File: config.mk
export PLATFORM = sky130hd
export DESIGN_NAME = stb_read_mux
export DESIGN_NICKNAME = d
export VERILOG_FILES = /design/src/rtl/stb_read_mux.sv
export SDC_FILE = /design/constraint.sdc
export NUM_CORES = 1
export LEC_CHECK = 0
export CORE_AREA = 2 2 95 97
export CTS_CLUSTER_SIZE = 40
export DETAILED_ROUTE_END_ITERATION = 16
export DIE_AREA = 0 0 97 99
export HOLD_SLACK_MARGIN = 0.08
export PLACE_DENSITY = 0.8
export SLEW_MARGIN = 20
export SYNTH_ARGS = -nofsm -noshare
export SYNTH_HDL_FRONTEND = slang
export SYNTH_SLANG_ARGS = --single-unit
File: constraint.sdc
create_clock -name CLK_I -period 2.6 [get_ports CLK_I]
set_clock_uncertainty 0.15 [all_clocks]
set_input_delay 0.52 -clock CLK_I [delete_from_list [all_inputs] [get_ports CLK_I]]
set_output_delay 0.52 -clock CLK_I [all_outputs]
set_load 0.01 [all_outputs]
File: src/rtl/stb_read_mux.sv
// Read multiplexer: routes a TAP read request to the DMI source or to one STB
// channel's status/data word, and returns the word with an error qualifier.
module stb_read_mux #(
  parameter int                  NUM_STB        = 2,
  parameter int                  STATUS_WIDTH   = 8,
  parameter int                  DATA_WIDTH     = 32,
  parameter int                  READ_WIDTH     = 41,
  parameter int                  IRLENGTH       = 5,
  parameter logic [IRLENGTH-1:0] DMI_ADDR       = 5'h11,
  parameter logic [IRLENGTH-1:0] STB_BASE       = 5'h18,
  parameter int                  TIMEOUT_CYCLES = 1023
) (
  input  logic                             CLK_I,
  input  logic                             RST_I,
  input  logic [IRLENGTH-1:0]              READ_ADDRESS_I,
  input  logic                             READ_READY_I,
  output logic                             READ_VALID_O,
  output logic [READ_WIDTH-1:0]            READ_DATA_O,
  output logic                             READ_ERROR_O,
  output logic                             ADDR_VALID_O,
  output logic                             DMI_READ_READY_O,
  input  logic                             DMI_READ_VALID_I,
  input  logic [READ_WIDTH-1:0]            DMI_READ_DATA_I,
  output logic [NUM_STB-1:0]               STB_STATUS_READY_O,
  input  logic [NUM_STB-1:0]               STB_STATUS_VALID_I,
  input  logic [NUM_STB*STATUS_WIDTH-1:0]  STB_STATUS_I,
  output logic [NUM_STB-1:0]               STB_DATA_READY_O,
  input  logic [NUM_STB-1:0]               STB_DATA_VALID_I,
  input  logic [NUM_STB*DATA_WIDTH-1:0]    STB_DATA_I
);

  localparam logic [1:0] ST_IDLE = 2'd0;
  localparam logic [1:0] ST_WAIT = 2'd1;
  localparam logic [1:0] ST_HOLD = 2'd2;

  // The counter only needs to reach TIMEOUT_CYCLES-1: the limit is detected one
  // cycle early so the last WAIT cycle can still accept a valid word.
  localparam int CNT_W = (TIMEOUT_CYCLES > 1) ? $clog2(TIMEOUT_CYCLES) : 1;

  logic [1:0]            state;
  logic [CNT_W-1:0]      wait_cnt;
  logic                  sel_dmi;
  logic [NUM_STB-1:0]    sel_status;
  logic [NUM_STB-1:0]    sel_data;

  logic                  dec_dmi;
  logic [NUM_STB-1:0]    dec_status;
  logic [NUM_STB-1:0]    dec_data;
  logic                  dec_mapped;
  logic                  sel_valid;
  logic [READ_WIDTH-1:0] sel_word;
  logic                  timeout_hit;

  // NOTE: every always_comb output gets a default first so no latch is inferred.
  always_comb begin
    dec_dmi    = (READ_ADDRESS_I == DMI_ADDR);
    dec_status = '0;
    dec_data   = '0;
    for (int k = 0; k < NUM_STB; k++) begin
      if (READ_ADDRESS_I == IRLENGTH'(STB_BASE + 2 * k))     dec_status[k] = 1'b1;
      if (READ_ADDRESS_I == IRLENGTH'(STB_BASE + 2 * k + 1)) dec_data[k]   = 1'b1;
    end
    dec_mapped = dec_dmi | (|dec_status) | (|dec_data);
  end

  // Selects are one-hot (or all-zero), so an OR-reduction is a valid mux.
  always_comb begin
    sel_valid = sel_dmi & DMI_READ_VALID_I;
    sel_word  = '0;
    if (sel_dmi) sel_word = DMI_READ_DATA_I;
    for (int k = 0; k < NUM_STB; k++) begin
      if (sel_status[k]) begin
        sel_valid = sel_valid | STB_STATUS_VALID_I[k];
        sel_word  = sel_word | READ_WIDTH'(STB_STATUS_I[k*STATUS_WIDTH +: STATUS_WIDTH]);
      end
      if (sel_data[k]) begin
        sel_valid = sel_valid | STB_DATA_VALID_I[k];
        sel_word  = sel_word | READ_WIDTH'(STB_DATA_I[k*DATA_WIDTH +: DATA_WIDTH]);
      end
    end
  end

  assign timeout_hit = (TIMEOUT_CYCLES != 0) && (wait_cnt == CNT_W'(TIMEOUT_CYCLES - 1));

  assign DMI_READ_READY_O   = (state == ST_WAIT) & sel_dmi;
  assign STB_STATUS_READY_O = (state == ST_WAIT) ? sel_status : '0;
  assign STB_DATA_READY_O   = (state == ST_WAIT) ? sel_data : '0;

  // NOTE: sequential state uses non-blocking assignments only.
  always_ff @(posedge CLK_I) begin
    if (RST_I) begin
      state        <= ST_IDLE;
      wait_cnt     <= '0;
      sel_dmi      <= 1'b0;
      sel_status   <= '0;
      sel_data     <= '0;
      READ_VALID_O <= 1'b0;
      READ_ERROR_O <= 1'b0;
      ADDR_VALID_O <= 1'b0;
      READ_DATA_O  <= '0;
    end else begin
      case (state)
        ST_IDLE: begin
          if (READ_READY_I) begin
            sel_dmi      <= dec_dmi;
            sel_status   <= dec_status;
            sel_data     <= dec_data;
            ADDR_VALID_O <= dec_mapped;
            wait_cnt     <= '0;
            if (dec_mapped) begin
              state <= ST_WAIT;
            end else begin
              state        <= ST_HOLD;
              READ_VALID_O <= 1'b1;
              READ_ERROR_O <= 1'b1;
              READ_DATA_O  <= '0;
            end
          end
        end
        ST_WAIT: begin
          if (sel_valid) begin
            state        <= ST_HOLD;
            READ_VALID_O <= 1'b1;
            READ_ERROR_O <= 1'b0;
            READ_DATA_O  <= sel_word;
          end else if (timeout_hit) begin
            state        <= ST_HOLD;
            READ_VALID_O <= 1'b1;
            READ_ERROR_O <= 1'b1;
            READ_DATA_O  <= '1;
          end else begin
            wait_cnt <= wait_cnt + CNT_W'(1);
          end
        end
        ST_HOLD: begin
          if (READ_READY_I) begin
            state        <= ST_IDLE;
            READ_VALID_O <= 1'b0;
            READ_ERROR_O <= 1'b0;
            ADDR_VALID_O <= 1'b0;
          end
        end
        default: state <= ST_IDLE;
      endcase
    end
  end

endmodule
Word level (Yosys, flattened, before mapping)
Index checks and enable logic that the tools add are counted.
{"block": "totals", "reg_bits": 61, "input_bits": 134, "output_inout_bits": 49, "elab_cells": 88}
{"block": "classes", "n_addsub": 1, "eq_ne": 14, "n_mux": 40, "bitwise_logic": 12, "reduce_logical": 12}
{"operator": "$mux W41", "n": 9}
{"operator": "$or A41 B32 Y41", "n": 2}
{"operator": "$or A41 B8 Y41", "n": 2}
{"operator": "$pmux W41 S2", "n": 1}
{"operator": "$mux W10", "n": 3}
{"operator": "$eq A5 B5 Y1 const B", "n": 5}
{"operator": "$pmux W10 S2", "n": 1}
{"operator": "$mux W1", "n": 15}
{"operator": "$mux W2", "n": 7}
{"operator": "$add A10 B1 Y10 const B", "n": 1}
{"operator": "$eq A10 B10 Y1 const B", "n": 1}
{"operator": "$ne A2 B2 Y1 const B", "n": 5}
{"operator": "$reduce_and A4 Y1", "n": 2}
{"operator": "$or A1 B1 Y1", "n": 6}
{"operator": "$pmux W1 S3", "n": 2}
{"operator": "$pmux W2 S3", "n": 1}
{"operator": "$reduce_and A3 Y1", "n": 2}
{"operator": "$reduce_and A5 Y1", "n": 1}
{"operator": "$reduce_bool A2 Y1", "n": 2}
{"operator": "$reduce_or A2 Y1", "n": 2}
{"operator": "$ne A3 B3 Y1 const B", "n": 1}
{"operator": "$reduce_bool A3 Y1", "n": 1}
{"operator": "$and A1 B1 Y1", "n": 2}
{"operator": "$eq A2 B1 Y1 const B", "n": 1}
{"operator": "4 further kinds", "n": 4}

Logic depth before layout (Yosys ltp)
{"block": "logic_depth", "depth_word": 11, "ltp_mapped": 9, "mapped_depth_nobuf": 7}

Least setup slack after synthesis
No wires, ideal clock.
{"block": "synth_path", "path_type": "input to register", "startpoint": "input port STB_STATUS_VALID_I[0]", "endpoint": "register READ_DATA_O[2]", "setup_ns": 0.132, "arrival_ns": 1.835, "required_ns": 2.318, "setup_slack_ns": 0.483, "path_stages": 6, "n_path_buf": 1, "path_cell_list": "a222oi_1 nand3_2 o211a_1 buf_2 nand3_1 a21oi_1"}
{"block": "synth_via", "elab_chain_cells": 10, "word_cells_on_any_way": 12, "classes_between": "eq/ne (1); mux (6); bitwise (4); reduce/logical (1)"}
{"item": "start, declared", "line_no": "25", "source": "input logic [NUM_STB-1:0] STB_STATUS_VALID_I,"}
{"item": "$or A1 B1 Y1 (*)", "line_no": "73", "source": "sel_valid = sel_valid | STB_STATUS_VALID_I[k];"}
{"item": "$mux W1 (*)", "line_no": "72", "source": "if (sel_status[k]) begin"}
{"item": "$or A1 B1 Y1", "line_no": "77", "source": "sel_valid = sel_valid | STB_DATA_VALID_I[k];"}
{"item": "$mux W1 (*)", "line_no": "76", "source": "if (sel_data[k]) begin"}
{"item": "$or A1 B1 Y1", "line_no": "73"}
{"item": "$mux W1 (*)", "line_no": "72"}
{"item": "$or A1 B1 Y1", "line_no": "77"}
{"item": "$mux W1 (*)", "line_no": "76"}
{"item": "$ne A3 B3 Y1 (no source line) or $mux W41 (tied branches)"}
{"item": "$reduce_and A4 Y1 (no source line) or $pmux W41 S2 (tied branches)"}
{"item": "end signal, assigned", "line_no": "125", "source": "READ_DATA_O <= sel_word;"}
{"item": "end, declared", "line_no": "18", "source": "output logic [READ_WIDTH-1:0] READ_DATA_O,"}
Mark *: on every way between the ends. The rest lies on a longest branch, timed or not.
A chain may end at the register's enable or synchronous reset.

Final worst setup path
{"block": "layout_path", "startpoint": "register state[1]", "endpoint": "output port STB_STATUS_READY_O[0]"}
{"block": "layout_via", "elab_chain_cells": 2}
{"item": "start, declared", "line_no": "40", "source": "logic [1:0] state;"}
{"item": "start signal, assigned", "line_no": "92", "source": "state <= ST_IDLE;"}
{"item": "start signal, assigned", "line_no": "111", "source": "state <= ST_WAIT;"}
{"item": "start signal, assigned", "line_no": "113", "source": "state <= ST_HOLD;"}
{"item": "$eq A2 B1 Y1", "line_no": "86", "source": "assign STB_STATUS_READY_O = (state == ST_WAIT) ? sel_status : '0;"}
{"item": "$mux W2", "line_no": "86"}
{"item": "end, declared", "line_no": "24", "source": "output logic [NUM_STB-1:0] STB_STATUS_READY_O,"}
No other way between the ends.

==> flow_summary.yaml <==
die:
  dieArea_sq_um: 9603
  core-area_sq_um: 8551
  initial_core_util: 0.3813
  die_height_um: 99
  ios: 183
  chipWidth_um: 97
  rows: 34
placement:
  dpl.hpwl_um: 8578
  place.gp.congestion: 0.8953
  numPortBuffers: 182
  placed_area_sq_um: 5224
timing:
  post-route-period-util: 0.9573
  hold_viol: 0
  drv_slew: 0
  whs_ns: 0.3006
  grt_setup_unrepaired: "false"
  setup_viol: 0
  finalSetupTns_ns: 0
  timing.fmax_ghz: 0.4018
  max_slew_margin: 0.6607
  min_period_ns: 2.489
  worst_slew_pin_slew_ns: 0.5067
cts:
  clk_pin_slew_ns: 0.06
  cts-root-buf: "clkbuf_8"
  cts_buffer_depth: 2
  insertion_delay_ns: 0.33
  cts_max_level: 3
  numCtsBuffers: 9
  post_cts_buffers: 0
  cts_tree: "yes"
  cts.sink_count: 61
worst_hold_path:
  hold_depth: 2
  min_to: "READ_DATA_O[11]"
  hold_path_class: "reg2reg"
  hold_start: "READ_DATA_O[11]"
synth:
  synthSimpleGateAreaFrac: 0.2402
  synth-xor-area-share: 0.01074
  synth_top_family_by_area: "compound AO/OA/AOI/OAI gates"
  syn-num-nets: 546
  seq_area_frac_synth: 0.3745
  synth-seq-cells: 61
  syn_area_sq_um: 3261
  synthCells: 406
  synth.area.top_cells: "dfxtp_1, a222oi_1, nand2_1, a21oi_1, nand3_1"
  synth_warnings: 0
  ys_types: 42
  synthAdderAreaFrac: 0.02302
  syn_area_per_cell_sq_um: 8.031
  synth_top_cell_by_area: "dfxtp_1"
  synth_compound_area_frac: 0.2767
  synth_top_area_frac: 0.3745
  yosys-mux-area-fraction: 0.006523
final_layout:
  fin_nets: 725
  design_area_sq_um: 5386
  n_antenna_cell: 0
  area_growth_syn_to_layout_pct: 65.20
  drive_gt1_frac: 0.08136
  fillers: 728
worst_setup_path:
  slowest_delay_ns: 0.57
  cp_data_required_time_ns: 1.93
  cp-end-kind: "output pin"
  crit_slowest_cell: "clkdlybuf4s50_1"
  reg2reg_depth: 8
  cp_max_fo: 12
  crit_chain: "inv_1, ha_2, and2_1, clkdlybuf4s50_1"
  r2r-start: "state[1]"
  critPathLaunchType: "flip-flop"
  critical_path_class: "reg2out"
  r2r_end: "READ_DATA_O[31]"
  regToRegSetupSlack_ns: 0.39
  arrival_ns: 1.82
power:
  power_leakage_nw: 1.809
  ir_worst_vdd_mv: 0.2056
  power_density_nw_per_um2: 397.8
  p_total_mw: 2.142
  sw_frac_of_total: 0.2660
  internal-power_mw: 1.573
  p_comb_frac: 0.222
  clockPowerShare: 0.327
  p_sw_mw: 0.5698
  p_seq_frac: 0.450
drt:
  drtAntennaViolNets: 0
  viasPerCell: 5.511
  firstDrtPassIters: 6
  drt-total-wl_um: 11570
  routedWlPerCell_um: 16.57
  vias: 3847
  drt_iter0_drc: 228
  drcViolationCount: 0
global_route:
  grt_pass1_vias: 3790
  grt_pass1_wl_um: 18540
  grt_overflow: 0
  grt_usage: 0.2369
  grt_max_degree: 34
  antenna_found_initial: 0
outcome:
  status: "complete, no violations"
job:
  drv_cap: 0
==> flip-flops by register name (all words and copies together) (netlist names) <==
register,count
ADDR_VALID_O,1
READ_DATA_O,41
READ_ERROR_O,1
READ_VALID_O,1
sel_data,2
sel_dmi,1
sel_status,2
state,2
wait_cnt,10
==> cell usage after synthesis <==
cell type and number:
a21o_2 1, a32oi_1 3, o31ai_1 9, nor2b_1 2, and4_1 3, buf_6 6, o21bai_1 1, nand3_1 44
a22oi_1 11, inv_1 5, nor3_1 1, nand2_1 66, a21o_1 1, o211a_1 1, and2_1 6, clkbuf_1 26
buf_1 5, nor4_1 1, dfxtp_1 61, mux2_1 1, o21ba_2 2, a211oi_1 1, nand2b_1 1, a21oi_1 49
o211ai_4 1, nand4_1 3, or4_1 2, buf_2 4, mux2i_1 1, o21ai_0 6, or3_1 4, nand3b_1 9
a31oi_1 1, or2_2 1, a222oi_1 33, nor2_1 16, ha_1 6, nand3_2 1, o211ai_1 3, a41oi_1 1
xor2_1 4, and3_1 3
==> metal layers <==
| metal | vias to the layer above | global-route usage | part of all wire |
|---|---|---|---|
| li1 | 1886 | - | - |
| met1 | 1780 | 0.2711 | 0.41 |
| met2 | 161 | 0.4113 | 0.48 |
| met3 | 20 | 0.07092 | 0.083 |
| met4 | 0 | 0.1018 | 0.025 |
| met5 | - | 0 | 0 |
==> cell usage in the layout, fill, tap and decap left out, types with 2 or more instances in the layout <==
cell | synthesis | routed
clkdlybuf4s50_1 | 0 | 181
or3_1 | 4 | 4
o21ai_0 | 6 | 6
o211ai_1 | 3 | 3
and3_1 | 3 | 3
clkinvlp_4 | 0 | 2
a22oi_1 | 11 | 11
nor2b_1 | 2 | 2
a21oi_1 | 49 | 49
and2_1 | 6 | 6
o21ba_2 | 2 | 2
clkbuf_8 | 0 | 9
clkinv_2 | 0 | 2
xor2_1 | 4 | 4
nand3b_1 | 9 | 9
inv_1 | 5 | 5
nand3_1 | 44 | 44
a222oi_1 | 33 | 33
clkbuf_1 | 26 | 3
buf_4 | 0 | 26
o31ai_1 | 9 | 9
nand4_1 | 3 | 3
nor2_1 | 16 | 16
dfxtp_1 | 61 | 61
ha_1 | 6 | 5
and4_1 | 3 | 3
nand2_1 | 66 | 66
or4_1 | 2 | 2
a32oi_1 | 3 | 3
==> metrics by stage <==
step / instances / worst slack, ns / utilization
after floorplan: 406 / 0.4829 / -
after global placement: 682 / 0.009376 / 0.6109
after detailed placement: 682 / -0.02866 / 0.6109
after CTS: 698 / 0.1029 / 0.6299
after global routing: 698 / 0.02068 / 0.6299
final: 698 / 0.1110 / 0.6299
==> cells by family after synthesis <==
| group | Yosys count |
|---|---|
| AO/OA/AOI/OAI | 124 |
| XOR/XNOR | 4 |
| adder cells (fa/ha/maj) | 6 |
| buffers and inverters | 46 |
| flip-flops | 61 |
| multiplexers | 2 |
| AND/OR/NAND/NOR | 163 |
==> how the worst max path moves through the flow <==
stage,startpoint,end,slack [ns],depth (start not counted)
floorplan,STB_STATUS_VALID_I[0],READ_DATA_O[2],0.48,6
global route,state[1],STB_STATUS_READY_O[1],0.02,4
finish,state[1],STB_STATUS_READY_O[0],0.11,4
detailed placement,STB_STATUS_VALID_I[0],READ_DATA_O[8],-0.03,8
CTS,state[1],STB_STATUS_READY_O[0],0.10,4
global placement,STB_STATUS_VALID_I[0],READ_DATA_O[6],0.009,8
==> power groups by stage <==
stage	registers (mW)	clock network (mW)	logic (mW)
2_1_floorplan	0.989	0	0.184
4_1_cts	0.964	0.728	0.477
3_3_place_gp	0.984	0	0.467
3_5_place_dp	0.985	0	0.474
5_1_grt	0.966	0.773	0.516
6_report	0.965	0.701	0.476
==> cell type report <==
cell class / count / area [sq um] / area share
flip-flops and latches: 61 / 1221 / 0.2267
well taps: 108 / 135.1 / 0.02509
clock inverters: 4 / 25.02 / 0.004646
multi-input cells: 299 / 1819 / 0.3377
inverters: 5 / 18.77 / 0.003484
repair buffers: 209 / 2032 / 0.3772
clock buffers: 12 / 135.1 / 0.02509
==> repair_timing <==
| item | CTS | global route |
|---|---|---|
| resized for setup | 1 | 0 |
| setup endpoints to repair | 3 | 0 |
| hold buffers | 0 | 0 |
==> worst max-delay path, delay by kind of cell, from the launching register on <==
| family | cells | cell delay, ns |
|---|---|---|
| flops | 1 | 0.35 |
| buf+inv | 2 | 0.66 |
| simple gates | 1 | 0.16 |
| fa+ha+maj | 1 | 0.32 |
No activity file was read; power rests on OpenSTA's default activity.
